`src/rtl/conv_pkg.sv`:
```
// ---------------------------------------------------------------------------
// conv_pkg
// Shared definitions for the 2D convolution sequencer:
//   - state_t      : sequencer states (IDLE, RUN, DRAIN, OUT, FIN)
//   - DEF_*        : default image / kernel geometry and address widths
//   - out_dim()    : output dimension of a valid-mode window walk
//   - cnt_w()      : counter width able to hold 0..n-1 (never below 1 bit)
// ---------------------------------------------------------------------------
package conv_pkg;

    localparam int DEF_IMG_W  = 8;
    localparam int DEF_IMG_H  = 8;
    localparam int DEF_K      = 3;
    localparam int DEF_PIX_AW = 6;
    localparam int DEF_WGT_AW = 4;

    typedef enum logic [2:0] {
        IDLE,
        RUN,
        DRAIN,
        OUT,
        FIN
    } state_t;

    // Number of window positions along one axis (valid mode, stride 1).
    function automatic int out_dim(input int img, input int k);
        return img - k + 1;
    endfunction

    // Width of a counter running 0..n-1; a single position still needs 1 bit.
    function automatic int cnt_w(input int n);
        return (n > 1) ? $clog2(n) : 1;
    endfunction

endpackage

```
`src/rtl/conv_win_addr_gen.sv`:
```
// ---------------------------------------------------------------------------
// conv_win_addr_gen
// Window / tap counters and address arithmetic for the convolution walk.
//   clk, rst   : clock, synchronous active-low reset
//   step_tap   : advance tap (j fastest, then i), wrapping to 0 after K*K taps
//   step_pix   : advance output pixel (c fastest, then r), raster order
//   clear      : return all counters to 0 (start of a pass)
//   pix_addr   : (r+i)*IMG_W + (c+j)
//   wgt_addr   : i*K + j
//   last_tap   : current tap is i=j=K-1
//   last_pix   : current output pixel is the bottom-right one
//   r, c       : current output row / column
// ---------------------------------------------------------------------------
module conv_win_addr_gen import conv_pkg::*; #(
    parameter int IMG_W  = DEF_IMG_W,
    parameter int IMG_H  = DEF_IMG_H,
    parameter int K      = DEF_K,
    parameter int PIX_AW = DEF_PIX_AW,
    parameter int WGT_AW = DEF_WGT_AW
) (
    input  logic                                  clk,
    input  logic                                  rst,
    input  logic                                  step_tap,
    input  logic                                  step_pix,
    input  logic                                  clear,
    output logic [PIX_AW-1:0]                     pix_addr,
    output logic [WGT_AW-1:0]                     wgt_addr,
    output logic                                  last_tap,
    output logic                                  last_pix,
    output logic [cnt_w(out_dim(IMG_H, K))-1:0]   r,
    output logic [cnt_w(out_dim(IMG_W, K))-1:0]   c
);

    localparam int OUT_W = out_dim(IMG_W, K);
    localparam int OUT_H = out_dim(IMG_H, K);
    localparam int ROW_W = cnt_w(OUT_H);
    localparam int COL_W = cnt_w(OUT_W);
    localparam int TAP_W = cnt_w(K);

    logic [TAP_W-1:0]  i;
    logic [TAP_W-1:0]  j;
    logic              last_i;
    logic              last_j;
    logic              last_r;
    logic              last_c;
    logic [PIX_AW-1:0] win_row;
    logic [PIX_AW-1:0] win_col;

    assign last_j   = (j == TAP_W'(K - 1));
    assign last_i   = (i == TAP_W'(K - 1));
    assign last_c   = (c == COL_W'(OUT_W - 1));
    assign last_r   = (r == ROW_W'(OUT_H - 1));
    assign last_tap = last_i && last_j;
    assign last_pix = last_r && last_c;

    // Taps wrap back to 0 after the last one, so the next window starts
    // at i=j=0 without needing an explicit clear between pixels.
    always_ff @(posedge clk) begin
        // NOTE: state registers use non-blocking assignments so every
        // counter updates from the same pre-edge values.
        if (!rst) begin
            i <= '0;
            j <= '0;
            r <= '0;
            c <= '0;
        end else if (clear) begin
            i <= '0;
            j <= '0;
            r <= '0;
            c <= '0;
        end else begin
            if (step_tap) begin
                j <= last_j ? '0 : j + TAP_W'(1);
                if (last_j) begin
                    i <= last_i ? '0 : i + TAP_W'(1);
                end
            end
            if (step_pix) begin
                c <= last_c ? '0 : c + COL_W'(1);
                if (last_c) begin
                    r <= last_r ? '0 : r + ROW_W'(1);
                end
            end
        end
    end

    // Every intermediate stays below IMG_W*IMG_H, so PIX_AW bits suffice.
    assign win_row  = PIX_AW'(r) + PIX_AW'(i);
    assign win_col  = PIX_AW'(c) + PIX_AW'(j);
    assign pix_addr = win_row * PIX_AW'(IMG_W) + win_col;
    assign wgt_addr = WGT_AW'(i) * WGT_AW'(K) + WGT_AW'(j);

endmodule

```
`src/rtl/conv_acc_ctrl.sv`:
```
// ---------------------------------------------------------------------------
// conv_acc_ctrl
// Sequencer for the 2D convolution datapath: walks a KxK valid-mode window
// over an IMG_W x IMG_H image, issues memory addresses, steers the
// accumulator and hands each finished window sum downstream.
//   clk, rst   : clock, synchronous active-low reset
//   start      : one-cycle pass request (honoured only in IDLE)
//   busy       : pass in progress (RUN/DRAIN/OUT)
//   done       : one-cycle pulse after the last output is accepted
//   rd_en      : read strobe to pixel and weight memories
//   pix_addr   : pixel memory address
//   wgt_addr   : weight memory address
//   acc_en     : accumulator enable (rd_en delayed by the read latency)
//   acc_load   : accumulator load_new_value (first tap of each window)
//   out_valid  : accumulator holds a complete window sum
//   out_ready  : downstream accepts the current output
//   out_row    : output row index of the current result
//   out_col    : output column index of the current result
// ---------------------------------------------------------------------------
module conv_acc_ctrl import conv_pkg::*; #(
    parameter int IMG_W  = DEF_IMG_W,
    parameter int IMG_H  = DEF_IMG_H,
    parameter int K      = DEF_K,
    parameter int PIX_AW = DEF_PIX_AW,
    parameter int WGT_AW = DEF_WGT_AW
) (
    input  logic                                  clk,
    input  logic                                  rst,
    input  logic                                  start,
    output logic                                  busy,
    output logic                                  done,
    output logic                                  rd_en,
    output logic [PIX_AW-1:0]                     pix_addr,
    output logic [WGT_AW-1:0]                     wgt_addr,
    output logic                                  acc_en,
    output logic                                  acc_load,
    output logic                                  out_valid,
    input  logic                                  out_ready,
    output logic [cnt_w(out_dim(IMG_H, K))-1:0]   out_row,
    output logic [cnt_w(out_dim(IMG_W, K))-1:0]   out_col
);

    localparam int ROW_W = cnt_w(out_dim(IMG_H, K));
    localparam int COL_W = cnt_w(out_dim(IMG_W, K));

    state_t           state;
    state_t           state_next;
    logic             step_tap;
    logic             step_pix;
    logic             clear;
    logic             last_tap;
    logic             last_pix;
    logic [ROW_W-1:0] r;
    logic [COL_W-1:0] c;

    conv_win_addr_gen #(
        .IMG_W  (IMG_W),
        .IMG_H  (IMG_H),
        .K      (K),
        .PIX_AW (PIX_AW),
        .WGT_AW (WGT_AW)
    ) u_addr_gen (
        .clk      (clk),
        .rst      (rst),
        .step_tap (step_tap),
        .step_pix (step_pix),
        .clear    (clear),
        .pix_addr (pix_addr),
        .wgt_addr (wgt_addr),
        .last_tap (last_tap),
        .last_pix (last_pix),
        .r        (r),
        .c        (c)
    );

    always_ff @(posedge clk) begin
        if (!rst) begin
            state <= IDLE;
        end else begin
            state <= state_next;
        end
    end

    always_comb begin
        // NOTE: every signal driven here gets a default first, so no path
        // through the case can leave one unassigned and infer a latch.
        state_next = state;
        step_tap   = 1'b0;
        step_pix   = 1'b0;
        clear      = 1'b0;
        unique case (state)
            IDLE: begin
                if (start) begin
                    state_next = RUN;
                    clear      = 1'b1;
                end
            end
            RUN: begin
                step_tap = 1'b1;
                if (last_tap) begin
                    state_next = DRAIN;
                end
            end
            DRAIN: begin
                state_next = OUT;
            end
            OUT: begin
                if (out_ready) begin
                    if (last_pix) begin
                        state_next = FIN;
                        clear      = 1'b1;
                    end else begin
                        state_next = RUN;
                        step_pix   = 1'b1;
                    end
                end
            end
            FIN: begin
                state_next = IDLE;
            end
            default: begin
                state_next = IDLE;
            end
        endcase
    end

    assign rd_en = (state == RUN);

    // Registered outputs are loaded from the next state so they line up
    // with the state they describe. acc_en/acc_load follow the issue cycle
    // by one clock to match the synchronous memory read latency; a zero
    // weight address marks the first tap of a window.
    always_ff @(posedge clk) begin
        if (!rst) begin
            busy      <= 1'b0;
            done      <= 1'b0;
            acc_en    <= 1'b0;
            acc_load  <= 1'b0;
            out_valid <= 1'b0;
            out_row   <= '0;
            out_col   <= '0;
        end else begin
            busy      <= (state_next inside {RUN, DRAIN, OUT});
            done      <= (state_next == FIN);
            acc_en    <= rd_en;
            acc_load  <= rd_en && (wgt_addr == '0);
            out_valid <= (state_next == OUT);
            out_row   <= (state_next == OUT) ? r : '0;
            out_col   <= (state_next == OUT) ? c : '0;
        end
    end

endmodule

```
`config.mk`:
```
export PLATFORM = sky130hd
export DESIGN_NAME = conv_acc_ctrl
export DESIGN_NICKNAME = d
export VERILOG_FILES = /design/src/rtl/conv_pkg.sv /design/src/rtl/conv_win_addr_gen.sv /design/src/rtl/conv_acc_ctrl.sv
export SDC_FILE = /design/constraint.sdc
export NUM_CORES = 1
export LEC_CHECK = 0
export CELL_PAD_IN_SITES_DETAIL_PLACEMENT = 1
export CELL_PAD_IN_SITES_GLOBAL_PLACEMENT = 1
export CORE_AREA = 10 10 64 71
export DETAILED_ROUTE_END_ITERATION = 8
export DIE_AREA = 0 0 74 81
export GPL_TIMING_DRIVEN = 0
export PLACE_DENSITY_LB_ADDON = 0.05
export SYNTH_ARGS = -nofsm -noshare
export SYNTH_HDL_FRONTEND = slang
export SYNTH_SLANG_ARGS = --single-unit
```
`constraint.sdc`:
```
create_clock -name clk -period 7.04 [get_ports clk]
set_input_delay 2.112 -clock clk [delete_from_list [all_inputs] [get_ports clk]]
set_output_delay 2.112 -clock clk [all_outputs]
set_load 0.01 [all_outputs]
```
# Yosys cells after proc, flatten, opt, wreduce, memory -nomap -nowiden
# Cells that the tools add are included.
# totals
word_cells	60
ff_bits	24
out_inout_bits	22
# classes
reduce_logical	10
add_sub_neg	8
mux	17
eq_ne	11
n_bitwise	1
mul	1
# op_table
operator	count
$mux W3	6
$eq A3 B2 Y1 const B	4
$pmux W3 S4	1
$eq A3 B3 Y1 const B	3
$mux W1	7
$add A3 B1 Y3 const B	2
$add A6 B6 Y6	1
$eq A3 B1 Y1 const B	2
$reduce_and A2 Y1	3
$add A2 B1 Y2 const B	2
$add A3 B2 Y4	1
$add A4 B2 Y4	1
$eq A2 B2 Y1 const B	2
$logic_not A4 Y1	1
$mul A2 B2 Y4 const B	1
$mux W2	2
$add A3 B2 Y3	1
$logic_and A1 B1 Y1	3
$logic_not A3 Y1	1
$reduce_bool A3 Y1	1
$pmux W1 S2	1
$reduce_or A2 Y1	1
$not A1 Y1	1

# Logic depth before layout (Yosys ltp)
# Gate-level depths: netlist of the first run.
# logic_depth
word_depth	7
ltp_mapped	7
depth_no_buf	7

# Cells and area by module
# From an unflattened synthesis of the first run, not the netlist that was laid out.
# unflattened
hier_cells	128
area_unflattened_um2	1247.4
# by_module_without_submodules
module	cells_per_inst	seq_area_each_um2	area_per_inst_um2	instances
conv_win_addr_gen	82	200.2	723.2	1
conv_acc_ctrl	46	280.3	524.3	1

# Worst setup path after synthesis of the first run
# Ideal clock, no wire load.
# synth_path
kind	reg2out
startpoint	reg u_addr_gen.i[0]
endpoint	out pix_addr[5]
stages_incl_launch_ff	8
path_slack_ps	3246
n_path_buf	0
t_arrival_ps	1682
path_cell_list	dfxtp_1 -> ha_1 -> inv_1 -> fa_1 -> inv_1 -> ha_1 -> xor2_1 -> xnor2_1
# synth_between
elab_chain_cells	2
# synth_rtl
item	line	source
start, declared	conv_win_addr_gen.sv:40	logic [TAP_W-1:0] i;
start signal, assigned	conv_win_addr_gen.sv:75	i <= last_i ? '0 : i + TAP_W'(1);
$add A3 B2 Y3	conv_win_addr_gen.sv:88	assign win_row = PIX_AW'(r) + PIX_AW'(i);
$add A6 B6 Y6	conv_win_addr_gen.sv:90	assign pix_addr = win_row * PIX_AW'(IMG_W) + win_col;
end, declared	conv_acc_ctrl.sv:33	output logic [PIX_AW-1:0] pix_addr,
# Every way passes these cells.

# Worst setup path after layout of the first run
# Same ends and word-level chain as after synthesis.

==> qor.yml, run 1 <==
detailed_routing:
  wire_per_inst_um: 15.6
  drtPass1Iterations: 4
  num_vias: 934
  via_per_inst: 5.02
  routed_wl_um: 2900
  dr.first_iter.drc_count: 40
  detail-route-antenna-nets: 0
  remaining_drc_errors: 0
grt:
  grt_pass1_wl_um: 4840
  grt_overflow: 0
  grt_pass1_vias: 1028
  antenna_found_initial: 0
  grt_usage: 0.102
  grt_start_max_net_pins: 13
logic_synthesis:
  async_flop_share: 0
  synth_cells: 122
  synth_edf_count: 0
  netlist_area_mm2: 0.00124
  synth-seq-area-share: 0.387
  ys_ff_latch: 24
  netlist-cell-type-count: 36
  synth-main-ff-cell: "dfxtp_1"
  syn_avg_cell_area_um2: 10.2
  yosysWarnings: 0
  synth_fp_nets: 140
floorplanning:
  die_y_um: 81
  initial_core_util: 0.386
  fp.dieW_um: 74
  num_io_pins: 26
  row_count: 22
  die-area_mm2: 0.00599
  core_mm2: 0.00322
power_and_ir_drop:
  seq_power_share: 0.629
  p_int_mw: 0.169
  sw_frac_of_total: 0.237
  clkPwrFrac: 0.265
  leakage_nw: 0.630
  p_per_area_mw_per_mm2: 142
  ir_drop_uv: 89.1
  combPwrFrac: 0.106
  switchingPower_mw: 0.0527
finish:
  fillCellCount: 375
  fin_nets: 170
  drive_gt1_frac: 0.120
  n_antenna_cell: 0
  area_growth_pct: 25.6
  post-route-util: 0.484
job:
  drv_cap: 0
cts:
  numCtsBuffers: 3
  htreeDepth: 1
  ctsHoldBuffers: 0
  clk_latency_ns: 0.31
  cts.clk_slew.worst_paths_ns: 0.13
  cts_tree: "built"
  cts_setup_buffers: 0
  ctsResizeCount: 0
  cts_root_buf: "clkbuf_4"
  cts.sinks: 24
  clk_path_buf_depth: 2
setup_path:
  rrSetupSlack_ns: 4.91
  worstSetupPathType: "flop to output pin"
  endpoint_kind: "output pin"
  startpoint_type: "flop"
  critPathRequiredTime_ns: 4.93
  crit_fanout: 6
  arrival_ns: 2.68
sta:
  setup_violations: 0
  tns_ns: 0
  hold_viol: 0
  fin_skew_ns: 0.00526
  slew_headroom: 0.768
  min_period_ns: 4.79
  fmax_mhz: 209
  post-route-period-util: 0.680
  tightest_slew_ns: 0.347
  rsz0062_at_grt: "false"
  slew_violations: 0
run_status:
  status: "finished, final reports clean"
placement:
  port_buffers: 25
  dpl.hpwl_um: 2330
  place_congestion: 0.740
hold_path:
  hp-class: "flop to flop"
[synth_stat cells, drive strengths merged, types with 3 or more instances]
cell type / n / area [µm²]
a21oi: 6 / 30.0
nor2: 11 / 41.3
fa: 4 / 80.1
ha: 10 / 125
buf: 4 / 32.5
nand2: 6 / 22.5
or3: 3 / 23.8
and3: 3 / 18.8
nor3: 7 / 50.1
xnor2: 3 / 26.3
dfxtp: 24 / 480
inv: 11 / 41.3
mux2i: 3 / 30.0
nor3b: 3 / 37.5
[layout make-up]
type	count	area (µm²)	area share
plain buffers	4	32.5	0.0208
inverters	12	57.6	0.0369
multi-input cells	82	672	0.431
repair buffers	25	250	0.160
well taps	36	45.0	0.0289
flip-flops and latches	24	480	0.308
clock buffers	3	22.5	0.0144
[worst paths after layout]
path / startpoint / end / depth (start not counted)
setup reg to reg: u_addr_gen.i[0] / acc_load / 5
hold reg to reg: u_addr_gen.c[1] / u_addr_gen.c[1] / 2
hold / removal: u_addr_gen.c[1] / u_addr_gen.c[1] / 2
setup / recovery: u_addr_gen.i[0] / pix_addr[5] / 8
[per-layer routing]
metal / vias up / GRT usage / share of wire
met5: - / 0 / 0
met4: 0 / 0.0429 / 0.0059
met3: 2 / 0.0366 / 0.067
met2: 14 / 0.174 / 0.53
met1: 451 / 0.111 / 0.40
li1: 467 / - / -
[worst max-delay path, cell delays in order (launching register included)]
cell             delay, ns
dfxtp_1               0.53
ha_1                  0.21
inv_1                 0.05
fa_1                  0.48
inv_1                 0.05
ha_1                  0.19
xor2_1                0.16
xnor2_1               0.14
clkdlybuf4s50_1       0.56
[stage by stage]
| step | instances | power [mW] | hold slack (ns) | worst slack (ns) | instance area [µm²] |
|---|---|---|---|---|---|
| finish | 186 | 0.222 | 0.524 | 2.25 | 1560 |
| global route | 186 | 0.234 | 0.567 | 2.07 | 1560 |
| CTS | 186 | 0.227 | 0.521 | 2.21 | 1560 |
| detailed placement | 183 | 0.167 | 0.499 | 2.60 | 1540 |
| global placement | 183 | 0.166 | 0.486 | 2.63 | 1540 |
| floorplan | 122 | 0.156 | 0.465 | 3.25 | 1240 |
[placed cells by master, fill, tap and decap left out, drive strengths merged, types with 2 or more instances in the layout]
master and instances:
nor4 2, nor3b 3, xnor2 3, nand2 6
a21oi 6, o21ai 2, nor3 7, and3 3
nor2 11, dfxtp 24, inv 11, or3 3
ha 10, nand2b 2, clkdlybuf4s50 25, nor2b 2
buf 4, mux2i 3, clkbuf 3, nand4b 2
fa 4
[cells by family (layout without fill, tap and decap cells)]
kind of cell	Yosys count	after routing	share of synthesized area
AND/OR/NAND/NOR	49	49	0.253
flip-flops	24	24	0.387
buffers and inverters	16	44	0.0725
adder cells (fa/ha/maj)	14	14	0.165
AO/OA/AOI/OAI	12	12	0.0705
XOR/XNOR	4	4	0.0282
multiplexers	3	3	0.0242
[sequential cells by signal, summed over array words and instances (netlist names)]
name	flops
u_addr_gen.r	3
u_addr_gen.j	2
out_col	3
acc_load	1
out_valid	1
state	3
done	1
u_addr_gen.i	2
out_row	3
busy	1
u_addr_gen.c	3
acc_en	1
[power by group through the flow]
stage | logic [mW] | registers, mW | clock network [mW]
2_1_floorplan | 0.0129 | 0.143 | 0
3_3_place_gp | 0.0236 | 0.143 | 0
3_5_place_dp | 0.0242 | 0.143 | 0
4_1_cts | 0.0243 | 0.140 | 0.0631
5_1_grt | 0.0262 | 0.140 | 0.0674
6_report | 0.0235 | 0.139 | 0.0587
Power figures use the tool's default switching activity.
==> run 2, diff against run 1 <==
Settings changed: CORE_AREA 10 10 64 71 to 10 10 66 73, DIE_AREA 0 0 74 81 to 0 0 76 83.
Clock period 7.04 ns to 4.55 ns, I/O delays scaled along.
==> run 2 against run 1 <==
Net effect:
- wire length is 1.8% higher
- register-to-register slack worse by 2.4 ns
- clock skew up 0.0064 ns
- global-route usage is 0.29 points lower
==> qor.yml, run 2 (synthesized netlist as in run 1, its figures left out) <==
run_status:
  status: "finished, final reports clean"  # unchanged
finish:
  final_common_cell: "clkdlybuf4s50_1"  # unchanged
  drive_gt1_frac: 0.126  # was 0.120
  area_growth_pct: 29.2  # was 25.6%
  fin_nets: 170  # unchanged
  most-common-layout-cells: "25 x clkdlybuf4s50_1, 24 x dfxtp_1, 11 x inv_1, 11 x nor2_1, 10 x ha_1"  # unchanged
  post-route-util: 0.482  # was 0.484
  n_antenna_cell: 0  # unchanged
grt:
  use_met3: 0.0366  # about the same
  grt_start_max_net_pins: 15  # was 13
  grt_overflow: 0  # unchanged
  grt_pass1_vias: 1060  # was 1028
  grt_usage: 0.0990  # was 0.102
  grt-busiest-layer: "met2"  # unchanged
  met1_usage: 0.106  # was 0.111
  grt_pass1_wl_um: 5190  # was 4840 µm
  use_met2: 0.172  # was 0.174
  antenna_found_initial: 0  # unchanged
detailed_routing:
  num_vias: 947  # was 934
  via_per_inst: 4.76  # was 5.02
  dr.first_iter.drc_count: 33  # was 40
  detail-route-antenna-nets: 0  # unchanged
  routed_wl_um: 2950  # was 2900 µm
  remaining_drc_errors: 0  # unchanged
  wire_per_inst_um: 14.8  # was 15.6 µm
  drtPass1Iterations: 3  # was 4
cts:
  cts.sinks: 24  # unchanged
  cts.clk_slew.worst_paths_ns: 0.13  # about the same
  ctsHoldBuffers: 0  # unchanged
  cts_root_buf: "clkbuf_4"  # unchanged
  htreeDepth: 1  # unchanged
  clk_latency_ns: 0.32  # was 0.31 ns
  numCtsBuffers: 3  # unchanged
  cts_setup_buffers: 0  # unchanged
  cts_tree: "built"  # unchanged
  ctsResizeCount: 0  # unchanged
  clk_path_buf_depth: 2  # unchanged
setup_path:
  cp_num_buf_inv: 3  # unchanged
  worstPathCellList: "ha_1, inv_1, fa_1, inv_1, ha_1, xor2_1, xnor2_1, clkdlybuf4s50_1"  # unchanged
  cpMaxStageDelayCell: "clkdlybuf4s50_1"  # unchanged
  cpPeakStageDelay_ns: 0.56  # about the same
  crit_fanout: 6  # unchanged
  crit_family: "adder cells"  # unchanged
  critPathRequiredTime_ns: 3.18  # was 4.93 ns
  endpoint_kind: "output pin"  # unchanged
  worstSetupPathType: "flop to output pin"  # unchanged
  startpoint: "u_addr_gen.i[0]"  # unchanged
  regToRegStartpoint: "u_addr_gen.i[0]"  # unchanged
  arrival_ns: 2.72  # was 2.68 ns
  startpoint_type: "flop"  # unchanged
sta:
  rsz0062_at_grt: "false"  # unchanged
  whs_ns: 0.529  # was 0.524 ns
  slew_headroom: 0.775  # was 0.768
  hold_viol: 0  # unchanged
  fmax_mhz: 245
  tns_ns: 0  # unchanged
  fin_ws_ns: 0.468  # was 2.25 ns
  fin_skew_ns: 0.0116  # was 0.00526 ns
  min_period_ns: 4.08
  tightest_slew_ns: 0.337  # was 0.347 ns
  setup_violations: 0  # unchanged
  post-route-period-util: 0.897
  slew_violations: 0  # unchanged
placement:
  dpl_worst_slack_ns: 0.777  # was 2.60 ns
  place_congestion: 0.704  # was 0.740
  dpl.hpwl_um: 2390  # was 2330 µm
  port_buffers: 25  # unchanged
power_and_ir_drop:
  ir_drop_uv: 129  # was 89.1 µV
  leakage_nw: 0.644  # was 0.630 nW
  p_int_mw: 0.320  # was 0.169 mW
  combPwrFrac: 0.089  # was 0.106
  p_per_area_mw_per_mm2: 253  # was 142 mW/mm²
  finalPower_mw: 0.406  # was 0.222 mW
  switchingPower_mw: 0.0863  # was 0.0527 mW
  clkPwrFrac: 0.379  # was 0.265
  sw_frac_of_total: 0.212  # was 0.237
  seq_power_share: 0.532  # was 0.629
floorplanning:
  row_count: 22  # unchanged
  core_mm2: 0.00333  # was 0.00322 mm²
  initial_core_util: 0.373  # was 0.386
  die-area_mm2: 0.00631  # was 0.00599 mm²
  die_y_um: 83  # was 81 µm
  fp.dieW_um: 76  # was 74 µm
  num_io_pins: 26  # unchanged
job:
  drv_cap: 0  # unchanged
hold_path:
  hp-class: "flop to flop"  # unchanged
  hold_path.startpoint: "u_addr_gen.c[1]"  # unchanged
==> run 2: cell types whose count changed in the layout (fill, tap and decap cells not counted) <==
| cell | previous run | this run |
|---|---|---|
| bufinv_16 | 0 | 1 |
==> run 2: power groups by stage <==
stage	Combinational [mW]	Clock [mW]	Sequential, mW
2_1_floorplan	0.0200	0	0.221
3_3_place_gp	0.0360	0	0.221
3_5_place_dp	0.0368	0	0.221
4_1_cts	0.0370	0.163	0.216
5_1_grt	0.0402	0.176	0.217
6_report	0.0361	0.154	0.216
==> run 2: cell type report <==
| type | instances | area (µm²) |
|---|---|---|
| Clock inverter | 1 | 30.0 |
| Sequential cell | 24 | 480 |
| Timing Repair Buffer | 25 | 250 |
| Tap cell | 48 | 60.1 |
| Clock buffer | 3 | 22.5 |
| Fill cell | 374 | 1730 |
| Multi-Input combinational cell | 82 | 672 |
| Inverter | 12 | 57.6 |
| Buffer | 4 | 32.5 |
==> run 2: worst reg2reg max path, cell delays in order (launching register included) <==
cell and delay [ns]:
dfxtp_1 0.49, fa_1 0.47, ha_1 0.22, fa_1 0.46
nor4_1 0.17, and3_1 0.17
==> run 2: path summary, 6_finish.rpt <==
| path | slack [ns] | endpoint | cells after the start |
|---|---|---|---|
| worst max register to register | 2.52 | acc_load | 5 |
| worst max-delay path | 0.47 | pix_addr[5] | 8 |
| worst min-delay path | 0.53 | u_addr_gen.c[1] | 2 |
| worst min register to register | 0.53 | u_addr_gen.c[1] | 2 |
==> run 2: metal layers <==
layer	up-vias	wire, µm
li1	466	-
met5	-	0
met3	2	202
met1	464	1160
met4	0	19
met2	15	1570
==> run 2: stage by stage <==
stage / instance area, µm² / instances
2_1_floorplan: 1240 / 122
3_3_place_gp: 1550 / 195
3_5_place_dp: 1550 / 195
4_1_cts: 1610 / 199
5_1_grt: 1610 / 199
6_report: 1610 / 199
==> run 3, diff against run 2 <==
Settings changed: CTS_CLUSTER_SIZE set to 12.
==> results of run 3 <==
Same layout as run 2: the final DEF is identical, and so are final timing and power.
